**src/rtl/apple_iie_mem_pkg.sv**
```systemverilog
// Shared tick constants, phase type and CPU capture payload for the Apple IIe
// DRAM cycle scheduler.
package apple_iie_mem_pkg;

  localparam int unsigned TICK_W  = 5;
  localparam int unsigned ADDR_W  = 16;
  localparam int unsigned RAM_A_W = 8;

  typedef logic [TICK_W-1:0] tick_t;

  // Video half of the cycle
  localparam tick_t T_VID_ROW   = 5'd0;
  localparam tick_t T_VID_RAS   = 5'd1;
  localparam tick_t T_VID_COL   = 5'd2;
  localparam tick_t T_VID_CAS   = 5'd3;
  localparam tick_t T_VID_LATCH = 5'd5;
  localparam tick_t T_VID_END   = 5'd6;

  // CPU half of the cycle
  localparam tick_t T_CPU_ROW   = 5'd7;
  localparam tick_t T_CPU_RAS   = 5'd8;
  localparam tick_t T_CPU_COL   = 5'd9;
  localparam tick_t T_CPU_CAS   = 5'd10;
  localparam tick_t T_CPU_LATCH = 5'd12;
  localparam tick_t T_CPU_END   = 5'd13;

  typedef enum logic [1:0] {PH_VIDEO, PH_CPU, PH_STRETCH} phase_e;

  // CPU request as captured at the start of the CPU half
  typedef struct packed {
    logic [ADDR_W-1:0] a;
    logic              rw_n;
    logic              req;
    logic              aux;
  } cpu_req_t;

  // Which half of the cycle a tick belongs to
  function automatic phase_e phase_of(input tick_t t);
    if (t < T_CPU_ROW)       return PH_VIDEO;
    else if (t <= T_CPU_END) return PH_CPU;
    else                     return PH_STRETCH;
  endfunction

endpackage

```
**src/rtl/apple_iie_cycle_phase_counter.sv**
```systemverilog
// Master-clock tick counter for one CPU cycle, with the stretched-cycle option.
// Ports:
//   clk_14m, reset     : master clock, synchronous active-high reset
//   vid_long_cycle     : sampled at tick SHORT_TICKS-2, stretches this cycle
//   t_next_c           : combinational tick value for the coming clock tick
//   clk_phi_0/1        : registered CPU clock and its complement
//   vid_advance        : registered pulse on the last tick of each cycle
module apple_iie_cycle_phase_counter
  import apple_iie_mem_pkg::*;
#(
  parameter int unsigned SHORT_TICKS = 14,
  parameter int unsigned LONG_TICKS  = 16
) (
  input  logic  clk_14m,
  input  logic  reset,
  input  logic  vid_long_cycle,
  output tick_t t_next_c,
  output logic  clk_phi_0,
  output logic  clk_phi_1,
  output logic  vid_advance
);

  localparam tick_t LAST_SHORT = tick_t'(SHORT_TICKS - 1);
  localparam tick_t LAST_LONG  = tick_t'(LONG_TICKS - 1);
  localparam tick_t T_SAMPLE   = tick_t'(SHORT_TICKS - 2);

  tick_t t;
  logic  long_q;
  logic  long_next;
  logic  phi0_d;
  logic  adv_d;

  // State register
  always_ff @(posedge clk_14m) begin
    if (reset) begin
      t           <= '0;
      long_q      <= 1'b0;
      clk_phi_0   <= 1'b0;
      clk_phi_1   <= 1'b1;
      vid_advance <= 1'b0;
    end else begin
      t           <= t_next_c;
      long_q      <= long_next;
      clk_phi_0   <= phi0_d;
      clk_phi_1   <= ~phi0_d;
      vid_advance <= adv_d;
    end
  end

  // Next tick; the long flag is latched once per cycle and cleared on wrap
  always_comb begin
    t_next_c  = tick_t'(t + tick_t'(1));
    long_next = long_q;
    if (t == (long_q ? LAST_LONG : LAST_SHORT)) begin
      t_next_c = '0;
    end
    if (t == T_SAMPLE) begin
      long_next = vid_long_cycle;
    end else if (t_next_c == '0) begin
      long_next = 1'b0;
    end
  end

  // Output decode of the coming tick
  always_comb begin
    phi0_d = (t_next_c >= T_CPU_ROW);
    adv_d  = (t_next_c == (long_next ? LAST_LONG : LAST_SHORT));
  end

endmodule

```
**src/rtl/apple_iie_memory_cycle_scheduler.sv**
```systemverilog
// Time-multiplexes the shared DRAM between the video scanner (phi1 half) and
// the CPU (phi0 half): address mux, RAS/CAS/WE strobes and data-latch pulses.
// Ports:
//   clk_14m, reset                       : master clock, sync active-high reset
//   vid_a, vid_aux, vid_long_cycle       : video scanner fetch request
//   cpu_a, cpu_rw_n, cpu_req, cpu_aux    : CPU access request
//   clk_phi_0, clk_phi_1, vid_advance    : cycle timing outputs
//   ram_a, ras_n, cas_n, we_n, bank_aux  : DRAM interface
//   vid_latch, cpu_latch, cpu_done       : one-tick data strobes
module apple_iie_memory_cycle_scheduler
  import apple_iie_mem_pkg::*;
#(
  parameter int unsigned SHORT_TICKS = 14,
  parameter int unsigned LONG_TICKS  = 16
) (
  input  logic               clk_14m,
  input  logic               reset,
  input  logic [ADDR_W-1:0]  vid_a,
  input  logic               vid_aux,
  input  logic               vid_long_cycle,
  input  logic [ADDR_W-1:0]  cpu_a,
  input  logic               cpu_rw_n,
  input  logic               cpu_req,
  input  logic               cpu_aux,
  output logic               clk_phi_0,
  output logic               clk_phi_1,
  output logic               vid_advance,
  output logic [RAM_A_W-1:0] ram_a,
  output logic               ras_n,
  output logic               cas_n,
  output logic               we_n,
  output logic               bank_aux,
  output logic               vid_latch,
  output logic               cpu_latch,
  output logic               cpu_done
);

  tick_t tn;
  phase_e ph;

  logic [ADDR_W-1:0]  vid_a_q;
  logic               vid_aux_q;
  cpu_req_t           cpu_q;
  cpu_req_t           cpu_in;
  cpu_req_t           cpu_sel;
  logic [ADDR_W-1:0]  vid_a_sel;
  logic               vid_aux_sel;

  logic [RAM_A_W-1:0] ram_a_d;
  logic               bank_d;
  logic               ras_d;
  logic               cas_d;
  logic               we_d;
  logic               vl_d;
  logic               cl_d;
  logic               cd_d;

  apple_iie_cycle_phase_counter #(
    .SHORT_TICKS (SHORT_TICKS),
    .LONG_TICKS  (LONG_TICKS)
  ) u_phase (
    .clk_14m        (clk_14m),
    .reset          (reset),
    .vid_long_cycle (vid_long_cycle),
    .t_next_c       (tn),
    .clk_phi_0      (clk_phi_0),
    .clk_phi_1      (clk_phi_1),
    .vid_advance    (vid_advance)
  );

  // Requests are taken live on their capture tick, from the capture registers after
  always_comb begin
    cpu_in.a    = cpu_a;
    cpu_in.rw_n = cpu_rw_n;
    cpu_in.req  = cpu_req;
    cpu_in.aux  = cpu_aux;
    cpu_sel     = (tn == T_CPU_ROW) ? cpu_in  : cpu_q;
    vid_a_sel   = (tn == T_VID_ROW) ? vid_a   : vid_a_q;
    vid_aux_sel = (tn == T_VID_ROW) ? vid_aux : vid_aux_q;
    ph          = phase_of(tn);
  end

  // Strobe and address decode for the coming tick
  always_comb begin
    ram_a_d = ram_a;
    bank_d  = bank_aux;
    ras_d   = 1'b1;
    cas_d   = 1'b1;
    we_d    = 1'b1;
    vl_d    = 1'b0;
    cl_d    = 1'b0;
    cd_d    = 1'b0;
    case (ph)
      PH_VIDEO: begin
        // Row also re-driven at the RAS tick so the slot after reset is correct
        if (tn < T_VID_COL) begin
          ram_a_d = vid_a_sel[RAM_A_W-1:0];
          bank_d  = vid_aux_sel;
        end else begin
          ram_a_d = vid_a_sel[ADDR_W-1:RAM_A_W];
        end
        ras_d = !((tn >= T_VID_RAS) && (tn < T_VID_END));
        cas_d = !((tn >= T_VID_CAS) && (tn < T_VID_END));
        vl_d  = (tn == T_VID_LATCH);
      end
      PH_CPU: begin
        if (cpu_sel.req) begin
          if (tn < T_CPU_COL) begin
            ram_a_d = cpu_sel.a[RAM_A_W-1:0];
            bank_d  = cpu_sel.aux;
          end else begin
            ram_a_d = cpu_sel.a[ADDR_W-1:RAM_A_W];
          end
          ras_d = !((tn >= T_CPU_RAS) && (tn < T_CPU_END));
          cas_d = !((tn >= T_CPU_CAS) && (tn < T_CPU_END));
          we_d  = !((tn >= T_CPU_CAS) && (tn < T_CPU_END) && !cpu_sel.rw_n);
          cl_d  = (tn == T_CPU_LATCH) && cpu_sel.rw_n;
          cd_d  = (tn == T_CPU_LATCH);
        end
      end
      default: ;
    endcase
  end

  // Output and capture registers; video request is also taken on the reset edge
  always_ff @(posedge clk_14m) begin
    if (reset) begin
      ram_a     <= '0;
      bank_aux  <= 1'b0;
      ras_n     <= 1'b1;
      cas_n     <= 1'b1;
      we_n      <= 1'b1;
      vid_latch <= 1'b0;
      cpu_latch <= 1'b0;
      cpu_done  <= 1'b0;
      vid_a_q   <= vid_a;
      vid_aux_q <= vid_aux;
      cpu_q     <= '0;
    end else begin
      ram_a     <= ram_a_d;
      bank_aux  <= bank_d;
      ras_n     <= ras_d;
      cas_n     <= cas_d;
      we_n      <= we_d;
      vid_latch <= vl_d;
      cpu_latch <= cl_d;
      cpu_done  <= cd_d;
      if (tn == T_VID_ROW) begin
        vid_a_q   <= vid_a;
        vid_aux_q <= vid_aux;
      end
      if (tn == T_CPU_ROW) begin
        cpu_q <= cpu_in;
      end
    end
  end

endmodule

```
**config.mk**
```make
export PLATFORM = sky130hd
export DESIGN_NAME = apple_iie_memory_cycle_scheduler
export DESIGN_NICKNAME = d
export VERILOG_FILES = /design/src/rtl/apple_iie_mem_pkg.sv /design/src/rtl/apple_iie_cycle_phase_counter.sv /design/src/rtl/apple_iie_memory_cycle_scheduler.sv
export SDC_FILE = /design/constraint.sdc
export NUM_CORES = 1
export LEC_CHECK = 0
export CORE_MARGIN = 2
export CORE_UTILIZATION = 35
export CTS_BUF_LIST = sky130_fd_sc_hd__clkbuf_8
export CTS_CLUSTER_SIZE = 14
export DETAILED_ROUTE_END_ITERATION = 8
export PLACE_DENSITY_LB_ADDON = 0.25
export SYNTH_ARGS = -nofsm -noshare
export SYNTH_HDL_FRONTEND = slang
export SYNTH_SLANG_ARGS = --single-unit
```
**constraint.sdc**
```tcl
create_clock -name clk_14m -period 7.43 [get_ports clk_14m]
set_input_delay 1.486 -clock clk_14m [delete_from_list [all_inputs] [get_ports clk_14m]]
set_output_delay 1.486 -clock clk_14m [all_outputs]
set_load 0.05 [all_outputs]
```
# Word level (Yosys, flattened, before mapping)

Cells that the tools add are included.

Add/subtract/negate cells: 1
Eq/ne operators: 10
Order comparisons: 11
Bitwise gates (word level): 4
Muxes and demuxes: 24
Reduce and logical (&&, ||, !) cells: 19

Operator list:

| kind                                                | count |
|---|---|
| 2-to-1 mux 16 bit                                   | 2 |
| 2-to-1 mux 8 bit                                    | 3 |
| 2-to-1 mux 19 bit                                   | 1 |
| one-hot mux 8 bit (2 select lines)                  | 1 |
| equality test 5 x 3 -> 1 bit, second input constant | 2 |
| equality test 5 x 4 -> 1 bit, second input constant | 2 |
| equality test 5 bit                                 | 2 |
| >= comparator 5 x 4 -> 1 bit, second input constant | 2 |
| < comparator 5 x 3 -> 1 bit, second input constant  | 2 |
| < comparator 5 x 4 -> 1 bit, second input constant  | 2 |
| 2-to-1 mux 1 bit                                    | 9 |
| 2-to-1 mux 2 bit                                    | 4 |
| logical AND 1 bit                                   | 6 |
| logical NOT 1 bit                                   | 6 |
| inequality test 2 bit, second input constant        | 3 |
| one-hot mux 1 bit (2 select lines)                  | 3 |
| adder 5 x 1 -> 5 bit, second input constant         | 1 |
| >= comparator 5 x 1 -> 1 bit, second input constant | 1 |
| >= comparator 5 x 2 -> 1 bit, second input constant | 1 |
| >= comparator 5 x 3 -> 1 bit, second input constant | 1 |
| <= comparator 5 x 4 -> 1 bit, second input constant | 1 |
| logical NOT 5 bit                                   | 1 |
| < comparator 5 x 2 -> 1 bit, second input constant  | 1 |
| 2-to-1 mux 5 bit                                    | 1 |
| other kinds (8)                                     | 11 |

Output and inout bits: 18
Logic and storage cells: 88
Flip-flop bits (word level): 60
Bits of input ports: 39

# Longest topological paths before layout

Gate-level depths: netlist of run 1.

Depth after elaboration: 9
Mapped depth: 12
Depth with buffers taken out: 8

# Hierarchy

Synthesis of run 1 repeated with hierarchy kept, for this count alone.

Cells, all modules: 295
Area total of the unflattened synthesis: 2,900.3 um2

By module, submodules not included:

| module                           | times used | cells each | area each (um2) | sequential area each (um2) |
|---|---|---|---|---|
| apple_iie_memory_cycle_scheduler | 1          | 236        | 2,383.5         | 1,021.0 |
| apple_iie_cycle_phase_counter    | 1          | 59         | 516.7           | 180.2 |

# Worst setup path before layout of run 1

OpenSTA, ideal clock, no wires.

Path kind: input port to flip-flop
Start point: input port cpu_req
End point: register ram_a[7]
Buffers on the path: 1
Library setup time: 0.137 ns
Data arrival time: 2.314 ns
Stages: 5
Path slack: 4.980 ns
Data required time: 7.293 ns
Cell sequence: nand4_1 -> a21oi_2 -> or2_0 -> buf_6 -> a311oi_2

Cells in the longest elaborated chain, start to end: 3

RTL lines:

| item                            | RTL line                                | source |
|---|---|---|
| from (decl)                     | apple_iie_memory_cycle_scheduler.sv:23  | `input logic cpu_req,` |
| 2-to-1 mux 19 bit               | -                                       |  |
| inequality test 2 bit (no line) | -                                       |  |
| AND reduction 2 bit (no line)   | -                                       |  |
| to (signal assigned)            | apple_iie_memory_cycle_scheduler.sv:140 | `ram_a <= ram_a_d;` |
| to (decl)                       | apple_iie_memory_cycle_scheduler.sv:28  | `output logic [RAM_A_W-1:0] ram_a,` |

No other way between the ends.
A chain may end at the register's enable or synchronous reset.

# Worst setup path after layout of run 1

Start point: register u_phase.t[0]
End point: register ram_a[5]

Cells in the longest elaborated chain, start to end: 8
Elaborated cells between the ends (all ways): 22
Classes of those cells: 1 x add/sub; 4 x order compare; 4 x eq/ne; 9 x mux; 4 x reduce/logical

RTL lines:

| item                                                                  | RTL line                                                                 | source |
|---|---|---|
| from (decl)                                                           | apple_iie_cycle_phase_counter.sv:27                                      | `tick_t t;` |
| from (signal assigned)                                                | apple_iie_cycle_phase_counter.sv:42                                      | `t <= t_next_c;` |
| adder 5 x 1 -> 5 bit or equality test 5 bit (tied branches)           | apple_iie_cycle_phase_counter.sv:52, apple_iie_cycle_phase_counter.sv:54 |  |
| 2-to-1 mux 5 bit (*)                                                  | apple_iie_cycle_phase_counter.sv:54                                      | `if (t == (long_q ? LAST_LONG : LAST_SHORT)) begin` |
| <= comparator 5 x 4 -> 1 bit                                          | apple_iie_mem_pkg.sv:40                                                  | `else if (t <= T_CPU_END) return PH_CPU;` |
| 2-to-1 mux 2 bit                                                      | apple_iie_mem_pkg.sv:40                                                  |  |
| 2-to-1 mux 2 bit                                                      | apple_iie_mem_pkg.sv:39                                                  | `if (t < T_CPU_ROW) return PH_VIDEO;` |
| equality test 2 x 1 -> 1 bit or logical NOT 2 bit (tied branches)     | apple_iie_memory_cycle_scheduler.sv:93                                   | `case (ph)` |
| inequality test 2 bit (no line) or nonzero test 2 bit (tied branches) | -                                                                        |  |
| AND reduction 2 bit (no line)                                         | -                                                                        |  |

Every way passes the cells marked *; elsewhere a longest branch is shown, timed or not. The select of a mux whose other input is x is not followed.

==> results of run 1 <==
-- stage by stage --
step	cells	setup slack (ns)	util [%]
after floorplan	307	4.98	-
after global placement	452	3.97	42.1
after detailed placement	452	3.90	42.1
after CTS	468	3.86	44.6
after global routing	468	3.51	44.6
final	468	3.81	44.6
-- routing by layer --
metal  share of wire (%)  track usage (%)  vias to the layer above
li1                    -                -                     1228
met2                  48             25.7                       66
met1                  46             20.2                     1182
met4                 2.5             7.27                        0
met5                   0                0                        -
met3                 3.5             2.43                       15
-- worst paths after layout --
check,slack [ns],endpoint
min,0.47,vid_a_q[2]$_DFF_P_
min reg2reg,0.47,vid_a_q[2]$_DFF_P_
max reg2reg,3.81,ram_a[5]$_SDFFE_PP0P_
max,3.81,ram_a[5]$_SDFFE_PP0P_
-- where the power goes --
part | leakage (nW) | internal, W | switching [W]
clock | 0.117 | 0.000195 | 0.000132
combinational | 0.869 | 0.0000870 | 0.000111
sequential | 0.494 | 0.000350 | 0.0000222
-- synthesized netlist by cell type (3+ instances only) --
master,n
mux2_2,7
a311oi_2,8
inv_1,7
a21oi_1,5
nand2b_1,3
buf_2,5
dfxtp_1,60
a31oi_1,3
buf_6,7
o211ai_1,8
nor2b_1,3
nor2_2,3
mux2i_1,34
clkbuf_1,3
buf_4,3
mux2_1,10
ha_1,3
nor2_1,26
o21ai_0,3
and3_1,3
o2111ai_1,9
nor3_1,16
or4_1,8
nand2_1,25
-- flip-flops by register name, indices dropped and copies added (netlist names), 5 cells and up --
register,flops
vid_a_q,16
u_phase.t,5
cpu_q,19
ram_a,8
-- logic make-up after synthesis --
logic type | count (synthesis) | synth area share [%]
XOR/XNOR | 7 | 2.69
adder cells (fa/ha/maj) | 3 | 1.20
buffers and inverters | 30 | 6.90
flip-flops | 60 | 38.5
multiplexers | 51 | 17.1
AND/OR/NAND/NOR | 100 | 16.9
AO/OA/AOI/OAI | 56 | 16.8
-- cell type report --
class,instances,area share (%)
Multi-Input combinational cell,217,44.0
Clock buffer,10,3.56
Clock inverter,6,2.04
Inverter,7,0.679
Timing Repair Buffer,60,15.3
Sequential cell,60,31.0
Tap cell,108,3.49
==> results.md, run 1 <==
- Status: complete, no violations
- Area Growth Syn to Fin: 24.2%
- Design area: 3870 sq um
- Synth Warn #: 0
- Post-synth cell types: 60
- Hold Path Class: reg -> reg
- Hold WS: 0.469 ns
- Routed Antenna Nets: 0
- Core Footprint: 8680 sq um
- CTS tree: yes
- Synth area leader: dfxtp_1
- Worst Hold Path Cells: 1
- Worst path cell trace: inv_1 -> ha_1 -> nand2b_1 -> o2111ai_1 -> o22ai_2 -> a21oi_2 -> or2_0 -> a311oi_2
- Pleak: 1.48 nW
- CTS buffer count: 9
- CP Launch Point: u_phase.t[0]$_SDFF_PP0_
- Share of layout cells above drive strength 1: 14.4%
- Startpoint Class: register
- Fmax: 0.276 GHz
- Die area: 9680 sq um
- Post-synthesis async set-or-reset flop share: 0%
- Reg2Reg Depth: 8
- Post-CTS Setup Repair Bufs: 0
- # Max-Cap Violations: 0
- Initial Utilization: 35.9%
- Detailed-route via count: 2491
- Synth top area share: 38.5%
- Crit path max fanout: 19
- Gr ovfl total: 0
- CTS resizes: 0
- Slew HR: 39.7%
- TritonCTS Sinks: 60
- Worst Path Required: 7.61 ns
- Tot Pwr: 0.000898 W
- Syn Inst Count: 307
- FP Rows: 34
- Syn_nets: 349
- Buf/Inv on CP: 1
- Drt first-iter violations: 96
- Multi-input combinational cell area: 1700 sq um
- Max Buffers Root-to-Sink: 2
- Die Wd: 98.4 um
- Placer Congestion: 0.835
- Predominant post-synthesis flop cell: dfxtp_1
- Slowest stage delay, CP: 0.92 ns
- Setup CP Type: reg -> reg
- Initial antenna violation count: 0
- Syn avg cell area: 10.2 sq um
- Residual DRC: 0
- Post-CTS Hold Buffers: 0
- Gr usage total: 15.7%
- Synth area leaders: dfxtp_1 (39%), mux2i_1 (11%), a311oi_2 (3.9%)
- Post-DR wirelength/cell: 15.9 um
- Via count of the first global-routing pass: 2448
- Min-Delay Startpoint: vid_a_q[2]$_DFF_P_
- Clock root buffer: clkbuf_8
- Largest net degree at the start of global routing: 41
- H-tree depth: 3
- Setup Viol. Count Final: 0
- DR pass1 iterations: 4
- Setup crit end kind: register
- Power Density: 232 nW/um^2
- Least-Margin Pin Slew: 0.903 ns
- CP top delay family: flip-flops
- PortBufs: 56
- Total routed wirelength: 7450 um
- Flops & latches, synth: 60
- # IOs: 57
- Fillers: 865
- Endpoints failing hold: 0
- Period utilization: 48.8%
- Crit path max-delay cell type: dfxtp_1
- Worst-path clk slew: 0.07 ns
- Sum Neg Setup Slack: 0 ns
- Post-DP HPWL: 5380 um
- Routed vias/inst: 5.32
- Post-synth EDFFs: 0
- Dpl cell area: 3650 sq um
- First-pass GRT wire length: 12100 um
- Crit path DAT: 3.80 ns
- Final net count: 397
- R2R Path Start: u_phase.t[0]$_SDFF_PP0_
- Max VDD drop: 0.139 mV
- Post-Synthesis Cell Area: 3120 sq um
- CP Depth: 8
- Clock skew: 0.00903 ns
- Clock Latency Late Sink: 0.34 ns
- RSZ-0062 raised after global routing: no
- Antenna Cells: 0
- Commonest cells after routing, fill and taps aside: dfxtp_1 (60), clkdlybuf4s50_1 (56), mux2i_1 (34)
- Min cycle time layout: 3.62 ns
- Fraction of the yosys area taken by sequential cells: 38.5%
- Final Slew Violations: 0
- Reg area: 1200 sq um
- Commonest non-fill, non-tap cell in the layout: dfxtp_1
- Die Y: 98.4 um
No activity file was read; power rests on OpenSTA's default activity.
==> run 2, diff against run 1 <==
Clock period 7.43 ns to 3 ns, I/O delays scaled along.
==> run 2 against run 1 <==
Core utilization up 0.49 points. Design area up 1.1%. Largest power group unchanged. Sequential power up 150%. Routed wire length up 4.3%. Critical endpoint is now ram_a[1]$_SDFFE_PP0P_. Global-route usage up 1.0 points. Die area unchanged. Largest cell class unchanged. Highest routed layer unchanged. Combinational power rose to 2.6 times the previous value. Flip-flop and latch count unchanged.
==> results.md, run 2 (same netlist as run 1, synthesis figures left out) <==
- Commonest cells after routing, fill and taps aside: dfxtp_1 (60), clkdlybuf4s50_1 (56), mux2i_1 (34)
- Gr ovfl total: 0
- Setup CP Type: reg -> reg
- H-tree depth: 3
- Total routed wirelength: 7770 um
- Routed Antenna Nets: 0
- Post-CTS Setup Repair Bufs: 0
- Final Slew Violations: 0
- Final Util: 45.1%
- Initial antenna violation count: 0
- DR pass1 iterations: 4
- Startpoint Class: register
- Worst Path Required: 3.20 ns
- CTS tree: yes
- Min cycle time layout: 2.79 ns
- Clock Latency Late Sink: 0.34 ns
- Reg area: 1200 sq um
- FP Rows: 34
- DR WL met3: 341 um
- Area Growth Syn to Fin: 25.5%
- CTS resizes: 0
- Sum Neg Setup Slack: 0 ns
- Multi-input combinational cell area: 1710 sq um
- Max Buffers Root-to-Sink: 2
- Post-DR wirelength/cell: 16.2 um
- Metal2 WL: 3800 um
- Largest net degree at the start of global routing: 24
- Crit path DAT: 3.00 ns
- Slowest stage delay, CP: 0.56 ns
- CTS buffer count: 9
- RSZ-0062 raised after global routing: no
- Post-Route M1 WL: 3500 um
- Die area: 9680 sq um
- Placer Congestion: 0.880
- Power Density: 526 nW/um^2
- Worst path cell trace: ha_1 -> and3_1 -> xnor2_1 -> nor2_2 -> or4_1 -> o2111ai_1 -> a311oi_2
- Routed vias/inst: 5.30
- Post-CTS Hold Buffers: 0
- Drt first-iter violations: 99
- Gr usage total: 16.7%
- Die Y: 98.4 um
- Fillers: 861
- Worst-path clk slew: 0.08 ns
- Largest registers: cpu_q: 19 flops, vid_a_q: 16 flops, ram_a: 8 flops
- Fmax: 0.358 GHz
- Status: complete, no violations
- PortBufs: 56
- Via count of the first global-routing pass: 2558
- Die Wd: 98.4 um
- Residual DRC: 0
- Crit path max fanout: 10
- Pleak: 1.50 nW
- Max VDD drop: 0.330 mV
- Commonest non-fill, non-tap cell in the layout: dfxtp_1
- Clock root buffer: clkbuf_8
- Least-Margin Pin Slew: 0.672 ns
- # IOs: 57
- Largest Register: cpu_q
- Clock skew: 0.0103 ns
- # Max-Cap Violations: 0
- TritonCTS Sinks: 60
- Post-DP HPWL: 5720 um
- Setup Viol. Count Final: 0
- Slew HR: 54.9%
- Antenna Cells: 0
- Period utilization: 93.2%
- Endpoints failing hold: 0
- Max reg flops: 19
- Final net count: 408
- Share of layout cells above drive strength 1: 17.3%
- Hold Path Class: reg -> reg
- Detailed-route via count: 2538
- Core Footprint: 8680 sq um
- Hold WS: 0.467 ns
- Initial Utilization: 35.9%
- Crit path max-delay cell type: or4_1
- First-pass GRT wire length: 13000 um
- Top routing layer used: met4
- Setup crit end kind: register
-- run 2: routing by layer --
layer,up-vias,global-route usage (%)
met5,-,0
met4,0,5.37
met3,11,3.29
met2,65,27.7
met1,1213,21.8
li1,1249,-
-- run 2: final timing paths --
kind	start	endpoint	slack (ns)	depth (start not counted)
worst max-delay path	u_phase.t[1]$_SDFF_PP0_	ram_a[1]$_SDFFE_PP0P_	0.21	7
worst min-delay path	vid_a_q[1]$_DFF_P_	vid_a_q[1]$_DFF_P_	0.47	1
worst max register to register	u_phase.t[1]$_SDFF_PP0_	ram_a[1]$_SDFFE_PP0P_	0.21	7
worst min register to register	vid_a_q[1]$_DFF_P_	vid_a_q[1]$_DFF_P_	0.47	1
-- run 2: critical path: cells and delay by family (launching register included) --
family | cells | cell delay, ns
xor+xnor | 1 | 0.35
flops | 1 | 0.51
simple gates | 3 | 1.11
compound gates | 2 | 0.24
fa+ha+maj | 1 | 0.45
-- run 2: cell type report --
| class | instances | share of cell area [%] |
|---|---|---|
| Tap cell | 108 | 3.45 |
| Clock inverter | 7 | 1.15 |
| Inverter | 7 | 0.671 |
| Clock buffer | 9 | 3.16 |
| Sequential cell | 60 | 30.7 |
| Multi-Input combinational cell | 217 | 43.7 |
| Timing Repair Buffer | 71 | 17.2 |
-- run 2: metrics by stage --
stage / total power [W] / setup WS (ns) / instances / area, sq um
2_1_floorplan: 0.00127 / 0.587 / 307 / 3120
3_3_place_gp: 0.00145 / 0.183 / 463 / 3740
3_5_place_dp: 0.00145 / 0.119 / 463 / 3740
4_1_cts: 0.00208 / 0.0882 / 479 / 3910
5_1_grt: 0.00216 / 0.0243 / 479 / 3910
6_report: 0.00206 / 0.205 / 479 / 3910
-- run 2: report_power, final --
group	leakage [nW]	total, W	switching [W]	internal [W]
logic	0.926	0.000516	0.000289	0.000227
registers	0.494	0.000915	0.0000488	0.000866
clock network	0.0824	0.000628	0.000334	0.000294
total	1.50	0.00206	0.000672	0.00139
==> run 3, diff against run 2 <==
Settings changed: RECOVER_POWER from default to 25.
==> run 3 against run 2 <==
Routed wire length increased by 0.17%. Global-route usage is the same. Register-to-register slack is essentially flat. Largest cell class unchanged. Core utilization decreased by 0.25 points. Power down 0.47%. Combinational power shrank 1%.
==> results.md, run 3 (same netlist as run 1, synthesis figures left out) <==
- Fillers: 864
- Sum Neg Setup Slack: 0 ns
- Crit path max fanout: 10
- CP top delay family: simple AND/OR/NAND/NOR gates
- # IOs: 57
- Least-Margin Pin Slew: 0.729 ns
- Final net count: 408
- Placer Congestion: 0.880
- Slowest stage delay, CP: 0.56 ns
- Startpoint Class: register
- Drt first-iter violations: 66
- Largest registers: cpu_q: 19 flops, vid_a_q: 16 flops, ram_a: 8 flops
- Post-CTS Hold Buffers: 0
- FP Rows: 34
- Hold WS: 0.467 ns
- Post-CTS Setup Repair Bufs: 0
- Clock skew: 0.00858 ns
- H-tree depth: 3
- CTS buffer count: 9
- Detailed-route via count: 2564
- Core Footprint: 8680 sq um
- CTS tree: yes
- Crit path max-delay cell type: or4_1
- RSZ-0062 raised after global routing: no
- Design area: 3890 sq um
- Max Buffers Root-to-Sink: 2
- Worst path cell trace: ha_1 -> and3_1 -> xnor2_1 -> nor2_2 -> or4_1 -> o2111ai_1 -> a311oi_2
- Setup CP Type: reg -> reg
- Dpl cell area: 3740 sq um
- Largest Register: cpu_q
- Routed Antenna Nets: 0
- Post-DP HPWL: 5720 um
- Routed vias/inst: 5.35
- Max reg flops: 19
- Crit path DAT: 3.00 ns
- Share of layout cells above drive strength 1: 16.4%
- DR pass1 iterations: 4
- Fmax: 0.357 GHz
- Commonest cells after routing, fill and taps aside: dfxtp_1 (60), clkdlybuf4s50_1 (41), mux2i_1 (34)
- Commonest non-fill, non-tap cell in the layout: dfxtp_1
- Power Density: 527 nW/um^2
- Via count of the first global-routing pass: 2558
- Die area: 9680 sq um
- Buf/Inv on CP: 0
- Antenna Cells: 0
- Setup crit end kind: register
- Initial antenna violation count: 0
- Total routed wirelength: 7780 um
- Setup Viol. Count Final: 0
- Post-DR wirelength/cell: 16.2 um
- Gr usage total: 16.7%
- Residual DRC: 0
- Multi-input combinational cell area: 1690 sq um
- Hold Path Class: reg -> reg
- Endpoints failing hold: 0
- PortBufs: 56
- Die Y: 98.4 um
- Gr ovfl total: 0
- # Max-Cap Violations: 0
- Max VDD drop: 0.326 mV
- Slew HR: 51.2%
- Area Growth Syn to Fin: 24.8%
- Reg area: 1200 sq um
- Worst Path Required: 3.20 ns
- TritonCTS Sinks: 60
- Clock root buffer: clkbuf_8
- Status: complete, no violations
- Min cycle time layout: 2.80 ns
- Clock Latency Late Sink: 0.34 ns
- Die Wd: 98.4 um
- Period utilization: 93.3%
- Final Slew Violations: 0
- Initial Utilization: 35.9%
- First-pass GRT wire length: 13000 um
- Pleak: 1.49 nW
- Largest net degree at the start of global routing: 24
- Worst-path clk slew: 0.07 ns
run 3: cell types whose count changed in the layout (fill, tap and decap cells not counted):
cell,before,now
clkdlybuf4s50_1,56,41
dlygate4sd3_1,0,15
buf_4,15,14
clkbuf_1,0,1
nand4b_1,2,3
nand4b_4,1,0
nor2_1,25,26
nor2_2,3,2
run 3: final timing paths:
path                           startpoint               endpoint  slack, ns  cells after the start
hold / removal         vid_a_q[1]$_DFF_P_     vid_a_q[1]$_DFF_P_       0.47                      1
hold reg to reg        vid_a_q[1]$_DFF_P_     vid_a_q[1]$_DFF_P_       0.47                      1
setup / recovery  u_phase.t[1]$_SDFF_PP0_  ram_a[1]$_SDFFE_PP0P_       0.20                      7
setup reg to reg  u_phase.t[1]$_SDFF_PP0_  ram_a[1]$_SDFFE_PP0P_       0.20                      7
run 3: timing repair:
action	in CTS	in global routing
resized for setup	0	3
endpoints found under the setup margin	0	9
hold endpoints to repair	0	0
run 3: per-stage QoR:
stage / utilization [%] / cells / setup slack, ns / total power [W]
2_1_floorplan: - / 307 / 0.587 / 0.00127
3_3_place_gp: 43.1 / 463 / 0.183 / 0.00145
3_5_place_dp: 43.1 / 463 / 0.119 / 0.00145
4_1_cts: 45.0 / 479 / 0.0882 / 0.00208
5_1_grt: 44.9 / 479 / 0.0244 / 0.00215
6_report: 44.9 / 479 / 0.202 / 0.00205
run 3: cell type report:
type / count / area share (%)
Tap cell: 108 / 3.47
Sequential cell: 60 / 30.9
Timing Repair Buffer: 71 / 17.2
Inverter: 7 / 0.675
Clock buffer: 9 / 3.18
Clock inverter: 7 / 1.16
Multi-Input combinational cell: 217 / 43.5
run 3: power by group:
group          total, W  internal (W)  leakage (nW)  switching, W
Clock          0.000627      0.000294        0.0824      0.000333
Combinational  0.000509      0.000220         0.917      0.000289
Sequential     0.000914      0.000866         0.494     0.0000472
Total           0.00205       0.00138          1.49      0.000669
run 3: routing by layer:
metal | global-route usage (%) | wire length (um)
met5 | 0 | 0
met4 | 5.37 | 137
met3 | 3.29 | 329
met2 | 27.7 | 3810
met1 | 21.8 | 3510
